$ cat config.mk
export PLATFORM = sky130hd
export DESIGN_NAME = cdc_ingress_fifo
export DESIGN_NICKNAME = d
export VERILOG_FILES = /design/src/rtl/cdc_ingress_fifo.sv
export SDC_FILE = /design/constraint.sdc
export NUM_CORES = 1
export LEC_CHECK = 0
export CAP_MARGIN = 10
export CELL_PAD_IN_SITES_DETAIL_PLACEMENT = 2
export CELL_PAD_IN_SITES_GLOBAL_PLACEMENT = 2
export CORE_MARGIN = 2
export CORE_UTILIZATION = 35
export DETAILED_ROUTE_END_ITERATION = 7
export DONT_BUFFER_PORTS = 1
export PLACE_DENSITY_LB_ADDON = 0.1
export SLEW_MARGIN = 5
export SYNTH_ARGS = -nofsm -noshare
export SYNTH_HDL_FRONTEND = slang
export SYNTH_SLANG_ARGS = --single-unit
export TNS_END_PERCENT = 10
$ cat constraint.sdc
create_clock -name clk -period 4.54 [get_ports clk]
set_clock_uncertainty 0.05 [all_clocks]
set_input_delay 0.454 -clock clk [delete_from_list [all_inputs] [get_ports clk]]
set_output_delay 0.454 -clock clk [all_outputs]
set_load 0.01 [all_outputs]
$ cat src/rtl/cdc_ingress_fifo.sv
// cdc_ingress_fifo: first-word-fall-through buffer in the source clock domain.
// It sits directly in front of the toggle-handshake crossing and absorbs
// producer bursts while the crossing moves one word at a time. A separate
// level counter keeps full and empty unambiguous. A peak watermark records
// the highest fill level for debug.
module cdc_ingress_fifo #(
  parameter int DATA_WIDTH = 32,
  parameter int DEPTH      = 8,
  parameter int AF_THRESH  = 6,
  localparam int LW        = $clog2(DEPTH) + 1
) (
  input  logic                  clk,
  input  logic                  rst_n,
  input  logic [DATA_WIDTH-1:0] in_data,
  input  logic                  in_valid,
  output logic                  in_ready,
  output logic [DATA_WIDTH-1:0] out_data,
  output logic                  out_valid,
  input  logic                  out_ready,
  input  logic                  flush,
  output logic [LW-1:0]         level,
  output logic                  almost_full,
  output logic [LW-1:0]         peak,
  input  logic                  peak_clr
);

  localparam int PW = $clog2(DEPTH);

  logic [DATA_WIDTH-1:0] mem_q [DEPTH];
  logic [PW-1:0]         wrPtr_q, wrPtr_d;
  logic [PW-1:0]         rdPtr_q, rdPtr_d;
  logic [LW-1:0]         level_q, level_d;
  logic [LW-1:0]         peak_q, peak_d;
  logic                  push, pop;

  // Every status output is decoded from registered state only. A full
  // buffer refuses a push even when a pop happens in the same cycle.
  assign in_ready    = (level_q != LW'(DEPTH));
  assign out_valid   = (level_q != '0);
  assign out_data    = mem_q[rdPtr_q];
  assign almost_full = (level_q >= LW'(AF_THRESH));
  assign level       = level_q;
  assign peak        = peak_q;

  assign push = in_valid && in_ready;
  assign pop  = out_valid && out_ready;

  // Next-state logic for pointers, level and watermark.
  // Flush overrides everything, and it leaves peak alone.
  always_comb begin
    wrPtr_d = wrPtr_q;
    rdPtr_d = rdPtr_q;
    level_d = level_q;
    peak_d  = peak_q;
    if (flush) begin
      wrPtr_d = '0;
      rdPtr_d = '0;
      level_d = '0;
    end else begin
      if (push) wrPtr_d = wrPtr_q + PW'(1);
      if (pop)  rdPtr_d = rdPtr_q + PW'(1);
      case ({push, pop})
        2'b10:   level_d = level_q + LW'(1);
        2'b01:   level_d = level_q - LW'(1);
        default: level_d = level_q;
      endcase
      if (peak_clr)              peak_d = level_d;
      else if (level_d > peak_q) peak_d = level_d;
    end
  end

  // Control state register. Storage contents are deliberately left out of reset.
  always_ff @(posedge clk or negedge rst_n) begin
    if (!rst_n) begin
      wrPtr_q <= '0;
      rdPtr_q <= '0;
      level_q <= '0;
      peak_q  <= '0;
    end else begin
      wrPtr_q <= wrPtr_d;
      rdPtr_q <= rdPtr_d;
      level_q <= level_d;
      peak_q  <= peak_d;
    end
  end

  // Storage array write. A push is discarded when a flush occurs in the same cycle.
  always_ff @(posedge clk) begin
    if (push && !flush) mem_q[wrPtr_q] <= in_data;
  end

endmodule

==> results.cfg <==
[cts]
cts_buffers = 29
cts_setup_buffers = 0
insertion_delay_ps = 540
clockBufferDepth = 3
htreeDepth = 1
cts_root_buf = clkbuf_16
clock_sinks = 270
cts_tree = yes
clk_pin_slew_ps = 60

[timing]
slew_headroom_pct = 28.7
rsz0062_at_grt = false
fin_crit_sh_pct = 83.4
setup_violations = 0
finalSetupTns_ps = 0
tightest_slew_ps = 1070
layout_min_cycle_time_ps = 3790
maxSlewViolCount = 0
hold_ws_ps = 136
finalHoldViolCount = 0
fmax_ghz = 0.264
final.setup.worst_slack_ps = 755

[route]
routed_wl_um = 23200
ant_nets = 0
met1Wirelength_um = 9890
wl_met3_um = 944
routed.top_layer = met4
wl_per_cell_um = 24.6
dr.pass1.iters = 4
vias = 4758
via_per_inst = 5.04
wl_met2_um = 11900
drc = 0
drt_iter0_drc = 244

[job]
cap_violations = 0

[floorplan]
start_util_pct = 35.4
fp.dieW_um = 177
coreArea_um2 = 29600
die_h_um = 177
io_pins = 81
rows = 63
dieArea_um2 = 31300

[placed_design]
dp_slack_ps = 703
port_buffers = 0
gp_congestion = 0.681
dp_hpwl_um = 13200
place_area_um2 = 11100

[yosys]
seq_area_frac_synth_pct = 76.7
async_flop_share_pct = 5.19
synth_area_um2 = 10500
synth_cell_types = 33
synth-edff-count = 256
ys_seq_elements = 270
avgSynthCellArea_um2 = 22.4
yosysWarnings = 0
synthCells = 468
ys.flop_type = edfxtp_1
syn-num-nets = 514

[critical_path]
worstPathArrival_ps = 4160
required_ps = 4920
worstSetupEndpoint = peak[2]$_DFFE_PN0P_
critPathMaxStageDelay_ps = 590
worstSetupEndpointType = register
r2r-end = peak[2]$_DFFE_PN0P_
worstPathCellList = o41a_1, nand2_2, xnor2_1, ha_1, a21oi_1, xnor2_1, nor2_1, xor2_1, ha_1, nand4_1, nor2_1, a211oi_1, mux2_2
startpoint_type = register
reg2reg_slack_ps = 750
critPathKind = reg2reg
cp_slowest_cell = o41a_1
reg2regPathDepth = 13
cp_max_fo = 8
r2r_start = level[2]$_DFF_PN0_
critPathLaunch = level[2]$_DFF_PN0_

[global_routing]
grt_pass1_vias = 5476
overflow = 0
antenna_found_initial = 1
grt_first_pass_wirelength_um = 35100
grt_max_degree = 67
grtUsageTotal_pct = 15.2

[pwr]
leakage_nw = 3.92
comb_power_share_pct = 16.6
p_int_mw = 4.94
clkPwrFrac_pct = 37.3
netSwitchingFraction_pct = 25.1
ir_drop_mv = 0.305
total_power_mw = 6.60
powerDensity_nw_per_um2 = 531
p_switching_mw = 1.66
p_seq_share_pct = 46.2

[finish]
regArea_um2 = 8050
multi_input_area_um2 = 2380
fillCellCount = 2724
nets = 576
most-common-layout-cells = 256 x edfxtp_1, 64 x mux4_2, 35 x dlygate4sd3_1
final_common_cell = edfxtp_1
area_growth_pct = 18.5
final_area_um2 = 12400
drive_gt1_share_pct = 30.7

[min_path]
worst_hold_path_type = in2reg
min_from = flush

[outcome]
status = finished, final reports clean
==> kinds of logic (layout without fill, tap and decap cells) <==
kind of cell               after synthesis  count (layout)  synth area share [%]
AOI/OAI and AO/OA                       12              12                 0.776
xor gates and xnor gates                 9               9                 0.752
adders and majority gates                8               8                 0.955
buffers and inverters                   25             110                  1.05
DFF                                    270             270                  76.7
muxes                                  102             102                  17.8
other                                    0               1                     0
and+or+nand+nor                         42              42                  1.91
==> per-layer routing <==
layer	vias to the layer above	track usage, %
li1	2060	-
met1	2580	19.4
met2	84	26.7
met3	34	3.03
met4	0	3.68
met5	-	0
==> power by group through the flow <==
stage,logic (mW),registers [mW],clock network [mW]
floorplan,0.940,2.95,0
global placement,1.04,3.10,0
detailed placement,1.07,3.11,0
CTS,1.13,3.06,2.53
finish,1.09,3.05,2.46
global route,1.21,3.08,2.62
==> worst min path at each step <==
stage          slack, ps  cells after the start                   to
3_3_place_gp         110                      0  peak[2]$_DFFE_PN0P_
3_5_place_dp         110                      0  peak[2]$_DFFE_PN0P_
6_report             140                      2  peak[0]$_DFFE_PN0P_
2_1_floorplan        110                      0   level[0]$_DFF_PN0_
5_1_grt              140                      2  peak[0]$_DFFE_PN0P_
4_1_cts              110                      2  peak[0]$_DFFE_PN0P_
==> final cells by class <==
type	count	area share, %
Antenna cell	1	0.0202
Clock buffer	39	6.15
Tap cell	390	3.93
Timing Repair Buffer	52	3.95
Sequential cell	270	64.8
Multi-Input combinational cell	173	19.2
Clock inverter	15	1.82
Inverter	4	0.121
==> synth_stat cells (all sizes together) (3+ instances only) <==
cell | instances | area share, %
edfxtp | 256 | 73
mux4 | 64 | 14
mux2 | 35 | 3.8
nor2 | 16 | 0.57
dfrtp | 14 | 3.3
clkbuf | 11 | 0.39
buf | 10 | 0.51
nand2 | 9 | 0.35
ha | 8 | 0.96
nor2b | 5 | 0.30
xor2 | 5 | 0.42
inv | 4 | 0.14
nand2b | 4 | 0.24
xnor2 | 4 | 0.33
a21oi | 3 | 0.14
mux2i | 3 | 0.29
nor3 | 3 | 0.14
==> repair_timing <==
item                                   4_1_cts  5_1_grt
endpoints found under the hold margin      280        0
hold buffers                                35        0
resized for setup                            0        0
==> state kept, by name (all words and copies together), names as in the netlist <==
name and count:
rdPtr_q 3, peak 4, mem_q 256, level 4, wrPtr_q 3
==> through the flow <==
step           utilization, %  std cells
6_report                 42.0        944
3_5_place_dp             37.5        854
4_1_cts                  42.0        943
3_3_place_gp             37.5        854
2_1_floorplan               -        468
5_1_grt                  42.0        944
==> critical path: cells and delay by family, from the launching register on <==
family          cells  cell delay [ps]
flops               1              500
mux                 1              410
xor+xnor            3              440
simple gates        4              430
compound gates      3             1320
fa+ha+maj           2              510
No activity file was read; power rests on OpenSTA's default activity.
